--- config.mk ---
export PLATFORM = sky130hd
export DESIGN_NAME = countdown_timer
export DESIGN_NICKNAME = d
export VERILOG_FILES = /design/src/rtl/countdown_timer_pkg.sv /design/src/rtl/countdown_timer_sec_tick_gen.sv /design/src/rtl/countdown_timer.sv
export SDC_FILE = /design/constraint.sdc
export NUM_CORES = 1
export LEC_CHECK = 0
export BUFFER_PORTS_ARGS = -buffer_cell sky130_fd_sc_hd__buf_2
export CORE_MARGIN = 1
export CORE_UTILIZATION = 42
export CTS_BUF_LIST = sky130_fd_sc_hd__clkbuf_16
export DETAILED_ROUTE_END_ITERATION = 10
export PLACE_DENSITY_LB_ADDON = 0.15
export RECOVER_POWER = 100
export SYNTH_ARGS = -nofsm -noshare
export SYNTH_HDL_FRONTEND = slang
export SYNTH_SLANG_ARGS = --single-unit
--- constraint.sdc ---
create_clock -name clock -period 4.1 [get_ports clock]
set_input_delay 0.82 -clock clock [delete_from_list [all_inputs] [get_ports clock]]
set_output_delay 0.82 -clock clock [all_outputs]
set_load 0.01 [all_outputs]
--- src/rtl/countdown_timer_pkg.sv ---
// Shared types and constants for the mm:ss BCD countdown timer.
package countdown_timer_pkg;

  typedef enum logic [1:0] {
    ST_IDLE   = 2'd0,
    ST_RUN    = 2'd1,
    ST_PAUSED = 2'd2,
    ST_DONE   = 2'd3
  } state_e;

  localparam logic [3:0] BCD_MAX      = 4'd9;
  localparam logic [3:0] SEC_TENS_MAX = 4'd5;

  // Saturate a preset digit to its legal BCD ceiling.
  function automatic logic [3:0] clamp_digit(input logic [3:0] d, input logic [3:0] lim);
    return (d > lim) ? lim : d;
  endfunction

endpackage

--- src/rtl/countdown_timer_sec_tick_gen.sv ---
// One-second prescaler: counts while enabled, holds otherwise, clear wins.
module sec_tick_gen #(
  parameter int unsigned TICKS_PER_SEC = 50000000
) (
  input  logic clock,
  input  logic reset,
  input  logic clear,
  input  logic enable,
  output logic tick_c
);

  localparam int unsigned CNT_W = $clog2(TICKS_PER_SEC);
  localparam logic [CNT_W-1:0] CNT_LAST = CNT_W'(TICKS_PER_SEC - 1);

  logic [CNT_W-1:0] cnt_q, cnt_d;

  always_comb begin
    cnt_d = cnt_q;
    if (clear) begin
      cnt_d = '0;
    end else if (enable) begin
      cnt_d = (cnt_q == CNT_LAST) ? '0 : cnt_q + CNT_W'(1);
    end
  end

  assign tick_c = enable & ~clear & (cnt_q == CNT_LAST);

  always_ff @(posedge clock or posedge reset) begin
    if (reset) cnt_q <= '0;
    else       cnt_q <= cnt_d;
  end

endmodule

--- src/rtl/countdown_timer.sv ---
// Loadable mm:ss BCD countdown timer with 1 Hz decrement and single-cycle expiry pulse.
module countdown_timer
  import countdown_timer_pkg::*;
#(
  parameter int unsigned TICKS_PER_SEC = 50000000
) (
  input  logic       clock,
  input  logic       reset,
  input  logic       load,
  input  logic [3:0] ld_mt,
  input  logic [3:0] ld_mo,
  input  logic [3:0] ld_st,
  input  logic [3:0] ld_so,
  input  logic       start,
  input  logic       pause,
  output logic [3:0] mt,
  output logic [3:0] mo,
  output logic [3:0] st,
  output logic [3:0] so,
  output logic       running,
  output logic       done,
  output logic       expired
);

  state_e     state_q, state_d;
  logic [3:0] mt_q, mt_d, mo_q, mo_d, st_q, st_d, so_q, so_d;
  logic       running_q, running_d, done_q, done_d, expired_q, expired_d;
  logic       tick_c, presc_clear_c, presc_en_c;
  logic       nonzero_c, at_one_c;
  logic       borrow_so_c, borrow_st_c, borrow_mo_c;

  // Prescaler sits at zero outside RUN/PAUSED so the first tick lands TICKS_PER_SEC edges after start.
  assign presc_clear_c = load | (state_q == ST_IDLE);
  assign presc_en_c    = (state_q == ST_RUN) & ~pause & ~load;

  sec_tick_gen #(.TICKS_PER_SEC(TICKS_PER_SEC)) u_tick (
    .clock  (clock),
    .reset  (reset),
    .clear  (presc_clear_c),
    .enable (presc_en_c),
    .tick_c (tick_c)
  );

  assign nonzero_c   = (mt_q != 4'd0) | (mo_q != 4'd0) | (st_q != 4'd0) | (so_q != 4'd0);
  assign at_one_c    = (mt_q == 4'd0) & (mo_q == 4'd0) & (st_q == 4'd0) & (so_q == 4'd1);
  assign borrow_so_c = (so_q == 4'd0);
  assign borrow_st_c = borrow_so_c & (st_q == 4'd0);
  assign borrow_mo_c = borrow_st_c & (mo_q == 4'd0);

  always_comb begin
    state_d = state_q;
    mt_d    = mt_q;
    mo_d    = mo_q;
    st_d    = st_q;
    so_d    = so_q;
    if (load) begin
      mt_d    = clamp_digit(ld_mt, BCD_MAX);
      mo_d    = clamp_digit(ld_mo, BCD_MAX);
      st_d    = clamp_digit(ld_st, SEC_TENS_MAX);
      so_d    = clamp_digit(ld_so, BCD_MAX);
      state_d = ST_IDLE;
    end else begin
      unique case (state_q)
        ST_IDLE: begin
          if (start && !pause && nonzero_c) state_d = ST_RUN;
        end
        ST_RUN: begin
          if (pause) begin
            state_d = ST_PAUSED;
          end else if (tick_c) begin
            so_d = borrow_so_c ? BCD_MAX : so_q - 4'd1;
            if (borrow_so_c) st_d = (st_q == 4'd0) ? SEC_TENS_MAX : st_q - 4'd1;
            if (borrow_st_c) mo_d = (mo_q == 4'd0) ? BCD_MAX : mo_q - 4'd1;
            if (borrow_mo_c) mt_d = mt_q - 4'd1;
            if (at_one_c) state_d = ST_DONE;
          end
        end
        ST_PAUSED: begin
          if (start && !pause) state_d = ST_RUN;
        end
        ST_DONE: ;
        default: state_d = ST_IDLE;
      endcase
    end
    running_d = (state_d == ST_RUN);
    done_d    = (state_d == ST_DONE);
    expired_d = (state_q == ST_RUN) && (state_d == ST_DONE);
  end

  always_ff @(posedge clock or posedge reset) begin
    if (reset) begin
      state_q   <= ST_IDLE;
      mt_q      <= '0;
      mo_q      <= '0;
      st_q      <= '0;
      so_q      <= '0;
      running_q <= 1'b0;
      done_q    <= 1'b0;
      expired_q <= 1'b0;
    end else begin
      state_q   <= state_d;
      mt_q      <= mt_d;
      mo_q      <= mo_d;
      st_q      <= st_d;
      so_q      <= so_d;
      running_q <= running_d;
      done_q    <= done_d;
      expired_q <= expired_d;
    end
  end

  assign mt      = mt_q;
  assign mo      = mo_q;
  assign st      = st_q;
  assign so      = so_q;
  assign running = running_q;
  assign done    = done_q;
  assign expired = expired_q;

endmodule

Word-level counts from Yosys, hierarchy flattened
Cells that the tools add are included.
{"block": "classes", "addsub": 5, "magnitude_cmp": 4, "n_eq_ne": 7, "muxes": 36, "bitwise": 16, "n_reduce_logical": 23}
{"cell": "$mux W4", "n": 26}
{"cell": "$mux W26", "n": 3}
{"cell": "$add A26 B1 Y26 const B", "n": 1}
{"cell": "$eq A26 B26 Y1 const B", "n": 1}
{"cell": "$logic_not A4 Y1", "n": 4}
{"cell": "$reduce_bool A4 Y1", "n": 4}
{"cell": "$sub A4 B1 Y4 const B", "n": 4}
{"cell": "$gt A4 B4 Y1 const B", "n": 3}
{"cell": "$mux W2", "n": 6}
{"cell": "$reduce_and A4 Y1", "n": 3}
{"cell": "$reduce_bool A2 Y1", "n": 6}
{"cell": "$and A1 B1 Y1", "n": 9}
{"cell": "$pmux W2 S3", "n": 1}
{"cell": "$eq A2 B1 Y1 const B", "n": 2}
{"cell": "$eq A2 B2 Y1 const B", "n": 2}
{"cell": "$eq A4 B1 Y1 const B", "n": 1}
{"cell": "$gt A4 B3 Y1 const B", "n": 1}
{"cell": "$or A1 B1 Y1", "n": 4}
{"cell": "$logic_and A1 B1 Y1", "n": 3}
{"cell": "$not A1 Y1", "n": 3}
{"cell": "$reduce_and A3 Y1", "n": 1}
{"cell": "$logic_not A2 Y1", "n": 1}
{"cell": "$ne A2 B2 Y1 const B", "n": 1}
{"cell": "$logic_not A1 Y1", "n": 1}
{"block": "word_totals", "ff_bits": 47, "input_bits": 21, "out_inout_bits": 19, "elab_cells": 100}

Depth between registers and ports, before layout
{"block": "depth", "depth_word": 11, "depth_mapped": 8, "ltp_nobuf": 6}

Hierarchy
From an unflattened synthesis, not the netlist that was laid out.
{"block": "unflattened", "cells_unflattened": 349, "hier_area_um2": 3019.1}
{"module": "sec_tick_gen", "instances": 1, "cells_each": 211, "area_each_um2": 1754.2, "seq_area_each_um2": 650.6}
{"module": "countdown_timer", "instances": 1, "cells_each": 138, "area_each_um2": 1265.0, "seq_area_each_um2": 525.5}

Least setup slack after synthesis
Ideal clock, no wire load.
{"block": "synth_timing", "kind": "input -> register", "start": "input port load", "end": "register mo_q[1], in the netlist mo[1]", "setup_ns": 0.137, "arrival_time_ns": 2.521, "required_ns": 3.963, "path_slack_ns": 1.442, "cell_stages": 5, "path_buffers": 0, "path_cell_list": "or4b_4 or4_4 nor4b_2 mux2i_1 o22ai_1"}
{"block": "synth_via", "elab_chain_cells": 6, "elab_cells_between_ends": 12, "cone_classes": "eq/ne (1); mux (1); bitwise (6); reduce/logical (4)"}
{"item": "start: declaration", "line": "countdown_timer.sv:9", "rtl": "input logic load,"}
{"item": "$not A1 Y1 or $or A1 B1 Y1 (tied branches)", "line": "countdown_timer.sv:34, countdown_timer.sv:33"}
{"item": "$and A1 B1 Y1 or $not A1 Y1 (tied branches)", "line": "countdown_timer.sv:34, countdown_timer_sec_tick_gen.sv:26"}
{"item": "$and A1 B1 Y1 (2 in series)", "line": "countdown_timer_sec_tick_gen.sv:26", "rtl": "assign tick_c = enable & ~clear & (cnt_q == CNT_LAST);"}
{"item": "$reduce_bool A2 Y1 (no line)"}
{"item": "$reduce_and A4 Y1 (no line)"}
{"item": "end signal: assignment", "line": "countdown_timer.sv:103", "rtl": "mo_q <= mo_d;"}
{"item": "end: declaration", "line": "countdown_timer.sv:26", "rtl": "logic [3:0] mt_q, mt_d, mo_q, mo_d, st_q, st_d, so_q, so_d;"}
Parallel ways exist; a longest one is shown, timed or not.
A chain may end at the register's enable or synchronous reset.

Worst setup path in the final report
Ends and elaborated chain as after synthesis.

==> results.yml <==
status:
  status: "finished with violations"
  violations: "max-capacitance violations, max-slew violations"
place:
  place.detailed.instances: 394
  placed_area_um2: 2930
  post-dp-hpwl_um: 4380
  place.port_buffers: 39
  gp_congestion: 0.773
  place_worst_setup_slack_ns: 0.949
routing:
  drc_viols: 0
  number_of_routed_nets_with_antenna_violations: 0
  drt_pass1_iterations: 4
  via_count: 2337
  routedWlPerCell_um: 15.4
  drt-vias-per-instance: 5.81
  route.final.wire_length_um: 6210
  drt-initial-drc-count: 117
floorplanning:
  ios: 40
  die_area_um2: 6680
  dieWidth_um: 81.7
  core.rowCount: 28
  initial_core_util_pct: 44.3
  floorplan_core_area_um2: 6030
  die_h_um: 81.7
synth:
  synth_nets: 312
  post_synthesis_instance_total: 288
  synth_top_cell_area_share_pct: 44.0
  synth-seq-area-share_pct: 44.0
  yosysWarnings: 0
  postSynthAreaPerCell_um2: 9.27
  yosys.cell_types.count: 51
  netlist_top_cells_area: "sky130_fd_sc_hd__dfrtp_1, sky130_fd_sc_hd__nor2_1, sky130_fd_sc_hd__nand4_1"
  synth_top_flop_cell: "sky130_fd_sc_hd__dfrtp_1"
  yosysTopAreaCell: "sky130_fd_sc_hd__dfrtp_1"
  async_flop_share_pct: 100
  ys_ff_latch: 47
  synth_most_common_cell: "sky130_fd_sc_hd__dfrtp_1"
  number_of_enable_flip_flop_cells_after_synthesis: 0
  post_synth_instance_area_um2: 2670
  netlist_top_cells_count: "sky130_fd_sc_hd__dfrtp_1, sky130_fd_sc_hd__nor2_1, sky130_fd_sc_hd__nand2_1"
final_layout:
  antenna_cells_inserted: 0
  fin_cells: 402
  finish.net_count: 350
  area_growth_pct: 14.6
  utilization_of_the_core_after_routing_pct: 50.8
  layout-drive-gt1-share_pct: 10.7
  layout.cell_area.non_filler_um2: 3060
power_and_ir_drop:
  power_per_cell_area_nw_per_um2: 347
  vdd.ir_drop.worst_uv: 209
  seqPwrFrac_pct: 46.9
  internal_power_contribution_mw: 0.804
  p_switching_mw: 0.257
  netSwitchingFraction_pct: 24.2
  lkg_pwr_nw: 1.22
  pwr-share-clk_pct: 43.6
  share_comb_of_total_power_pct: 9.5
worst_setup_path:
  timing.critical_path.to_type: "register"
  r2r_cells: 5
  worstReg2RegStart: "state_q[1]"
  critical_path.reg2reg.endpoint: "mo[1]"
  timing.critical_path.fanout_max: 38
  critPathKind: "input port to register"
  timing.critical_path.arrival_ns: 3.42
  setup.worst_path.start_class: "input port"
  crit_required_ns: 4.20
  r2r_setup_slack_ns: 1.59
worst_hold_path:
  min_to: "u_tick.cnt_q[9]"
  worstHoldPathType: "register to register"
  hold_path.startpoint: "u_tick.cnt_q[9]"
  min_path_cells: 1
global_route:
  globalRouteOverflowTotal: 0
  grt_util_all_layers_pct: 19.7
  grt_pass1_wl_um: 10200
  grt_start_max_net_pins: 48
  grt_antenna_before_repair: 0
  grt_pass1_vias: 2177
job:
  max-cap-violations: 1
cts:
  root_buffer: "sky130_fd_sc_hd__clkbuf_16"
  insertion_delay_ns: 0.29
  tritoncts.num_buffers: 5
  postCtsSetupRepairBufs: 0
  clkSinkCount: 47
  cts_htree_levels: 2
  cts_hold_buf: 0
  clkTransAtPathRegs_ns: 0.07
  post_cts_resized: 0
  cts_tree: "yes"
  clk_path_buf_depth: 2
sta:
  min_period_ns: 3.32
  rsz0062_at_grt: "false"
  min_period_over_period_pct: 81.0
  worst_clock_skew_ns: 0.00851
  measured_slew_at_the_worst_slew_check_pin_ns: 1.79
  finalSetupTns_ns: 0
  max-slew-margin-rel_pct: -19.6
  max_freq_mhz: 301
  final_critical_path_setup_slack_ns: 0.780
  report.final.hold_viol_count: 0
  setup_viol: 0
  report.final.slew_viol_count: 48
cell families (layout without fill, tap and decap cells):
family                   count (synthesis)  count (layout)  synth area share [%]
adder cells (fa/ha/maj)                  3               3                  1.41
XOR/XNOR                                20              20                  6.56
AO/OA/AOI/OAI                           49              49                  12.4
buffers and inverters                   17              56                  2.39
flip-flops                              47              47                  44.0
AND/OR/NAND/NOR                        145             145                  30.5
multiplexers                             7               7                  2.72
layer usage:
layer | vias up | global-route usage [%] | share of wire, %
li1 | 1142 | - | -
met1 | 1144 | 27.2 | 50
met2 | 45 | 31.2 | 45
met3 | 6 | 4.00 | 3.9
met4 | 0 | 5.09 | 0.89
met5 | - | 0 | 0
through the flow:
stage | hold WS (ns) | total power, mW
floorplan | 0.463 | 0.569
global placement | 0.507 | 0.610
detailed placement | 0.510 | 0.611
CTS | 0.520 | 1.08
global route | 0.550 | 1.11
finish | 0.518 | 1.06
final cells by class:
| class | instances | area [µm²] |
|---|---|---|
| Multi-Input combinational cell | 224 | 1410 |
| Clock inverter | 3 | 43.8 |
| Inverter | 8 | 30.0 |
| Sequential cell | 47 | 1180 |
| Timing Repair Buffer | 40 | 178 |
| Fill cell | 596 | 2970 |
| Tap cell | 75 | 93.8 |
| Clock buffer | 5 | 125 |
power by group through the flow:
stage / sequential, mW / clock, mW / combinational (mW)
after floorplan: 0.509 / 0 / 0.0598
after global placement: 0.506 / 0 / 0.104
after detailed placement: 0.506 / 0 / 0.105
after CTS: 0.497 / 0.475 / 0.106
after global routing: 0.500 / 0.497 / 0.114
final: 0.498 / 0.463 / 0.101
worst max-delay path: stages:
cell,delay [ns]
sky130_fd_sc_hd__clkbuf_1,0.54
sky130_fd_sc_hd__or4b_1,0.79
sky130_fd_sc_hd__or4_4,0.61
sky130_fd_sc_hd__nor4b_2,0.32
sky130_fd_sc_hd__mux2i_1,0.23
sky130_fd_sc_hd__o22ai_1,0.10
how the worst max path moves through the flow:
| stage | from | endpoint | slack [ns] | cells past startpoint |
|---|---|---|---|---|
| floorplan | load | mo[1] | 1.44 | 5 |
| global placement | load | mo[1] | 0.98 | 6 |
| detailed placement | load | mo[1] | 0.95 | 6 |
| CTS | load | mo[1] | 1.25 | 6 |
| global route | load | mt[2] | 0.63 | 6 |
| finish | load | mo[1] | 0.78 | 6 |
sequential cells by signal, summed over array words and instances, names as in the netlist:
| signal | count |
|---|---|
| expired | 1 |
| running | 1 |
| done | 1 |
| so | 4 |
| mt | 4 |
| u_tick.cnt_q | 26 |
| mo | 4 |
| st | 4 |
| state_q | 2 |
layout by cell type (no fill, tap or decap), types with 7 or more instances in the layout:
master,n
sky130_fd_sc_hd__nand4_1,20
sky130_fd_sc_hd__inv_1,8
sky130_fd_sc_hd__a31oi_1,9
sky130_fd_sc_hd__xnor2_1,8
sky130_fd_sc_hd__xor2_1,12
sky130_fd_sc_hd__buf_2,19
sky130_fd_sc_hd__nor2_1,38
sky130_fd_sc_hd__clkbuf_1,20
sky130_fd_sc_hd__nor4_1,13
sky130_fd_sc_hd__nand2_1,23
sky130_fd_sc_hd__a21oi_1,7
sky130_fd_sc_hd__nand3_1,11
sky130_fd_sc_hd__dfrtp_1,47
sky130_fd_sc_hd__o21ai_0,9
(Power assumes the default switching activity.)
